===== src/rtl/acortex_lb_arb.sv =====
// Two-master round-robin arbiter for the Acortex local bus.
// Turns level requests into one-cycle LB strobes, then returns done/err/data.
module acortex_lb_arb #(
   parameter int P_LB_ADDR_W = 12,
   parameter int P_LB_DATA_W = 16,
   parameter int P_TO_W      = 8,
   parameter int P_TIMEOUT   = 255
) (
   input  logic                   clk_ir,
   input  logic                   rst_il,
   input  logic                   m0_req_ih,
   input  logic                   m0_wr_ih,
   input  logic [P_LB_ADDR_W-1:0] m0_addr_id,
   input  logic [P_LB_DATA_W-1:0] m0_wr_data_id,
   output logic                   m0_done_oh,
   output logic                   m0_err_oh,
   output logic [P_LB_DATA_W-1:0] m0_rd_data_od,
   input  logic                   m1_req_ih,
   input  logic                   m1_wr_ih,
   input  logic [P_LB_ADDR_W-1:0] m1_addr_id,
   input  logic [P_LB_DATA_W-1:0] m1_wr_data_id,
   output logic                   m1_done_oh,
   output logic                   m1_err_oh,
   output logic [P_LB_DATA_W-1:0] m1_rd_data_od,
   output logic                   lb_rd_en_oh,
   output logic                   lb_wr_en_oh,
   output logic [P_LB_ADDR_W-1:0] lb_addr_od,
   output logic [P_LB_DATA_W-1:0] lb_wr_data_od,
   input  logic                   lb_rd_valid_ih,
   input  logic [P_LB_DATA_W-1:0] lb_rd_data_id,
   input  logic                   lb_wr_valid_ih,
   output logic [1:0]             arb_gnt_od,
   output logic                   arb_busy_oh
);

   localparam logic [1:0] S_IDLE  = 2'd0;
   localparam logic [1:0] S_ISSUE = 2'd1;
   localparam logic [1:0] S_WAIT  = 2'd2;
   localparam logic [1:0] S_DONE  = 2'd3;

   localparam logic [P_TO_W-1:0]      LP_TO_LAST = P_TO_W'(P_TIMEOUT - 1);
   localparam logic [P_LB_DATA_W-1:0] LP_DEAD    = P_LB_DATA_W'(16'hdead);

   logic [1:0]             r_state;
   logic                   r_last;
   logic                   r_own;
   logic                   r_wr;
   logic [P_TO_W-1:0]      r_cnt;
   logic                   r_m0_done;
   logic                   r_m0_err;
   logic [P_LB_DATA_W-1:0] r_m0_rd;
   logic                   r_m1_done;
   logic                   r_m1_err;
   logic [P_LB_DATA_W-1:0] r_m1_rd;
   logic                   r_rd_en;
   logic                   r_wr_en;
   logic [P_LB_ADDR_W-1:0] r_addr;
   logic [P_LB_DATA_W-1:0] r_wdata;
   logic [1:0]             r_gnt;
   logic                   r_busy;

   logic                   w_any;
   logic                   w_sel;
   logic                   w_wr;
   logic                   w_acc;
   logic                   w_to;

   assign w_any = m0_req_ih | m1_req_ih;
   assign w_wr  = w_sel ? m1_wr_ih : m0_wr_ih;
   assign w_acc = r_wr ? lb_wr_valid_ih : lb_rd_valid_ih;
   assign w_to  = (r_cnt == LP_TO_LAST);

   // On a tie the master that did not own the bus last time wins.
   always_comb begin
      w_sel = 1'b0;
      unique case (1'b1)
         (m0_req_ih & m1_req_ih):  w_sel = ~r_last;
         (~m0_req_ih & m1_req_ih): w_sel = 1'b1;
         default:                  w_sel = 1'b0;
      endcase
   end

   always_ff @(posedge clk_ir or negedge rst_il) begin
      if (!rst_il) begin
         r_state   <= S_IDLE;
         r_last    <= 1'b1;
         r_own     <= 1'b0;
         r_wr      <= 1'b0;
         r_cnt     <= '0;
         r_m0_done <= 1'b0;
         r_m0_err  <= 1'b0;
         r_m0_rd   <= '0;
         r_m1_done <= 1'b0;
         r_m1_err  <= 1'b0;
         r_m1_rd   <= '0;
         r_rd_en   <= 1'b0;
         r_wr_en   <= 1'b0;
         r_addr    <= '0;
         r_wdata   <= '0;
         r_gnt     <= 2'b00;
         r_busy    <= 1'b0;
      end else begin
         unique case (r_state)
            S_IDLE: begin
               if (w_any) begin
                  r_own   <= w_sel;
                  r_wr    <= w_wr;
                  r_addr  <= w_sel ? m1_addr_id : m0_addr_id;
                  r_wdata <= w_sel ? m1_wr_data_id : m0_wr_data_id;
                  r_wr_en <= w_wr;
                  r_rd_en <= ~w_wr;
                  r_gnt   <= w_sel ? 2'b10 : 2'b01;
                  r_busy  <= 1'b1;
                  r_state <= S_ISSUE;
               end
            end
            S_ISSUE: begin
               r_wr_en <= 1'b0;
               r_rd_en <= 1'b0;
               r_cnt   <= '0;
               r_state <= S_WAIT;
            end
            S_WAIT: begin
               // A valid in the last counted cycle still wins over timeout.
               if (w_acc || w_to) begin
                  r_m0_done <= ~r_own;
                  r_m1_done <= r_own;
                  r_m0_err  <= ~r_own & ~w_acc;
                  r_m1_err  <= r_own & ~w_acc;
                  if (!r_wr) begin
                     if (r_own) r_m1_rd <= w_acc ? lb_rd_data_id : LP_DEAD;
                     else       r_m0_rd <= w_acc ? lb_rd_data_id : LP_DEAD;
                  end
                  r_state <= S_DONE;
               end else begin
                  r_cnt <= r_cnt + 1'b1;
               end
            end
            S_DONE: begin
               r_m0_done <= 1'b0;
               r_m1_done <= 1'b0;
               r_m0_err  <= 1'b0;
               r_m1_err  <= 1'b0;
               r_gnt     <= 2'b00;
               r_busy    <= 1'b0;
               r_last    <= r_own;
               r_state   <= S_IDLE;
            end
            default: r_state <= S_IDLE;
         endcase
      end
   end

   assign m0_done_oh    = r_m0_done;
   assign m0_err_oh     = r_m0_err;
   assign m0_rd_data_od = r_m0_rd;
   assign m1_done_oh    = r_m1_done;
   assign m1_err_oh     = r_m1_err;
   assign m1_rd_data_od = r_m1_rd;
   assign lb_rd_en_oh   = r_rd_en;
   assign lb_wr_en_oh   = r_wr_en;
   assign lb_addr_od    = r_addr;
   assign lb_wr_data_od = r_wdata;
   assign arb_gnt_od    = r_gnt;
   assign arb_busy_oh   = r_busy;

endmodule

===== config.mk =====
export PLATFORM = sky130hd
export DESIGN_NAME = acortex_lb_arb
export DESIGN_NICKNAME = d
export VERILOG_FILES = /design/src/rtl/acortex_lb_arb.sv
export SDC_FILE = /design/constraint.sdc
export NUM_CORES = 1
export LEC_CHECK = 0
export ABC_AREA = 1
export CORE_MARGIN = 1.5
export CORE_UTILIZATION = 25
export DETAILED_ROUTE_END_ITERATION = 8
export HOLD_SLACK_MARGIN = 0.15
export PLACE_DENSITY_LB_ADDON = 0.3
export SLEW_MARGIN = 20
export SYNTH_ARGS = -nofsm -noshare
export SYNTH_HDL_FRONTEND = slang
export SYNTH_SLANG_ARGS = --single-unit

===== constraint.sdc =====
create_clock -name clk_ir -period 3.8 [get_ports clk_ir]
set_input_delay 0.76 -clock clk_ir [delete_from_list [all_inputs] [get_ports clk_ir]]
set_output_delay 0.76 -clock clk_ir [all_outputs]
set_load 0.01 [all_outputs]

==> out/metrics.csv <==
stage,metric,value,unit
global_route,grt_pass1_wl,19300,um
place,hpwlAfterDp,8280,um
global_route,first_global_vias,3856,
setup_path,cp_slowest_cell,clkdlybuf4s50_1,
setup_path,cp_common_cell,nand2_1,
die,io_pins,149,
timing,max_slew_margin,0.411,
logic_synthesis,synth_fp_nets,564,
global_route,grt_max_degree,83,
cts,insertion_delay,350,ps
die,dieHeight,129,um
timing,max_freq,0.410,GHz
cts,cts_max_level,3,
timing,fin_skew,12.2,ps
route,avgRoutedWirePerCell,14.1,um
setup_path,path_max_fanout,17,
logic_synthesis,ys_types,31,
route,drtAntennaViolNets,0,
logic_synthesis,ys_seq_area_frac,0.519,
timing,drv_slew,0,
route,drt_iter0_drc,281,
setup_path,crit_path_end_kind,flip-flop,
cts,cts_setup_buffers,0,
timing,layout_setup_ws,1360,ps
power_and_ir_drop,switchingPower,1.74,mW
status,status,"finished, final reports clean",
power_and_ir_drop,switching_share,0.393,
cts,cts.root.buffer_cell,clkbuf_16,
job,drv_cap,0,
setup_path,cp.buffers_inverters,2,
setup_path,path_class,input pin to flip-flop,
die,dieWidth,129,um
route,dr.pass1.iters,5,
timing,tns,0,ps
setup_path,critPathMaxStageDelay,460,ps
timing,setup_viol,0,
place,portBuffers,148,
setup_path,arrival,2670,ps
logic_synthesis,syn_area,3960,um2
cts,cts_tree,yes,
layout,area_growth,48.9,%
cts,numCtsBuffers,9,
die,die-area,16600,um2
layout,final_cell_area,5890,um2
power_and_ir_drop,worst_ir_drop_vdd,0.343,mV
layout,nFillCells,1537,
layout,regArea,2050,um2
setup_path,required,4030,ps
timing,hold_violations,0,
route,vias,3772,
setup_path,path_cells,clkdlybuf4s50_1 > inv_1 > nand2_1 > nand2_4 > nand2_2 > nand3_2 > nand2_1 > nand2_1,
logic_synthesis,ys_warn_count,0,
logic_synthesis,syn_avg_cell_area,8.29,um2
timing,rsz0062_at_grt,no,
route,wl,11700,um
power_and_ir_drop,power.total,4.42,mW
logic_synthesis,ys_ff_latch,82,
route,drc,0,
setup_path,cp_top_family,simple AND/OR/NAND/NOR gates,
cts,cts_buffer_depth,2,
cts,cts_hold_buf,0,
power_and_ir_drop,power.leakage,2.65,nW
logic_synthesis,syn_inst,477,
timing,tightest_slew,882,ps
layout,num_antenna_cells,0,
power_and_ir_drop,p_comb_frac,0.469,
place,dp_slack,1040,ps
die,core,15300,um2
global_route,track_usage,0.148,
timing,layout_worst_path_cycle_share,0.642,
cts,cts.sinks,82,
power_and_ir_drop,p_int,2.68,mW
global_route,antenna_found_initial,0,
min_path,min-delay-path-class,input pin to async pin,
layout,multi_input_area,1670,um2
die,fp-row-count,45,
global_route,grt_overflow,0,
place,dpl-instance-area,5610,um2
layout,fin_nets,701,
cts,cts_resized,0,
power_and_ir_drop,powerDensity,751,nW/um2
timing,fin_crit,2440,ps
route,vias_per_cell,4.54,
die,start_util,0.258,
place,place.gp.congestion,0.846,
cts,clkSlewWorstSetupHoldPaths,60,ps
setup_path,worstSetupStartpointType,input pin,
power_and_ir_drop,power.share.clock,0.185,
power_and_ir_drop,seq_power_share,0.345,
layout,drive_gt1_frac,0.0614,
-- worst register-to-register path: stages, from the launching register on --
cell     delay [ps]
dfrtp_1         420
inv_1           120
ha_1            150
buf_4           260
inv_1           200
nor2_4          370
nand3_4         240
nand2_1         130
nand2_1          50
-- layout make-up --
cell class                      instances  area share
Clock buffer                            9      0.0382
Tap cell                              211      0.0448
Sequential cell                        82       0.349
Timing Repair Buffer                  153       0.258
Clock inverter                          7     0.00935
Multi-Input combinational cell        341       0.284
Inverter                               27      0.0172
-- power by group through the flow --
stage / registers [mW] / logic (mW) / clock network (mW)
2_1_floorplan: 1.65 / 0.904 / 0
3_3_place_gp: 1.53 / 2.06 / 0
3_5_place_dp: 1.53 / 2.10 / 0
4_1_cts: 1.53 / 2.11 / 0.854
5_1_grt: 1.58 / 2.33 / 0.885
6_report: 1.53 / 2.08 / 0.820
-- metal layers --
layer | vias to the layer above | GRT usage | part of all wire
met1 | 1755 | 0.181 | 0.45
li1 | 1855 | - | -
met5 | - | 0 | 0
met2 | 148 | 0.243 | 0.46
met3 | 14 | 0.0482 | 0.078
met4 | 0 | 0.0562 | 0.014
-- final timing paths --
path                            cells past startpoint                 to  slack, ps         startpoint
worst max register to register                      8  m0_rd_data_od[15]       1750         r_state[0]
worst min register to register                      2  m0_rd_data_od[13]        480  m0_rd_data_od[13]
min in group clk_ir                                 2  m0_rd_data_od[13]        480  m0_rd_data_od[13]
worst max-delay path                                8   m1_rd_data_od[7]       1360     lb_wr_valid_ih
max in group asynchronous                           1  lb_wr_data_od[15]       2820             rst_il
worst min-delay path                                1   m0_rd_data_od[1]        460             rst_il
-- kinds of logic after synthesis --
family                   share of synthesized area
AND/OR/NAND/NOR                              0.297
flip-flops                                   0.519
AO/OA/AOI/OAI                               0.0980
buffers and inverters                       0.0598
adder cells (fa/ha/maj)                     0.0221
XOR/XNOR                                   0.00443
-- synthesized netlist by cell type (all sizes together) --
cell      n  area [um2]
clkbuf   15        56.3
nand2   144         558
ha        7        87.6
o21ai    71         355
o21bai    1        7.51
a21oi     1        5.00
nand3b   11        82.6
o22ai     2        12.5
nand4    36         225
nand3    18         113
nor2     45         181
or2       1        6.26
buf      12        78.8
xor2      1        8.76
xnor2     1        8.76
nor3b     1        7.51
inv      27         101
dfstp     1        26.3
dfrtp    81        2030
o211ai    1        7.51
-- flip-flops by register name, indices dropped and copies added (netlist names) --
register	cells
r_cnt	8
r_last	1
arb_gnt_od	2
lb_wr_data_od	16
arb_busy_oh	1
m1_rd_data_od	16
r_own	1
lb_addr_od	12
lb_rd_en_oh	1
lb_wr_en_oh	1
m1_err_oh	1
m1_done_oh	1
m0_rd_data_od	16
r_wr	1
m0_err_oh	1
m0_done_oh	1
r_state	2
-- cells in the final DEF (no fill, tap or decap), types with 2 or more instances in the layout --
cell type / instances
ha_1: 7
nand3_1: 15
o22ai_1: 2
nand4_1: 36
nand2_2: 4
clkinv_2: 2
nand2_1: 139
clkdlybuf4s50_1: 147
nand3b_1: 11
clkbuf_16: 9
clkinv_4: 3
nand3_2: 2
inv_2: 2
nor2_1: 42
o21ai_0: 70
dfrtp_1: 81
buf_4: 5
inv_1: 25
nor2_2: 2
-- metrics by stage --
step / util / cells / hold WS, ps
after floorplan: - / 477 / 464
after CTS: 0.384 / 830 / 478
after global placement: 0.366 / 814 / 460
final: 0.385 / 830 / 457
after global routing: 0.385 / 830 / 491
after detailed placement: 0.366 / 814 / 461
Power figures use the tool's default switching activity.
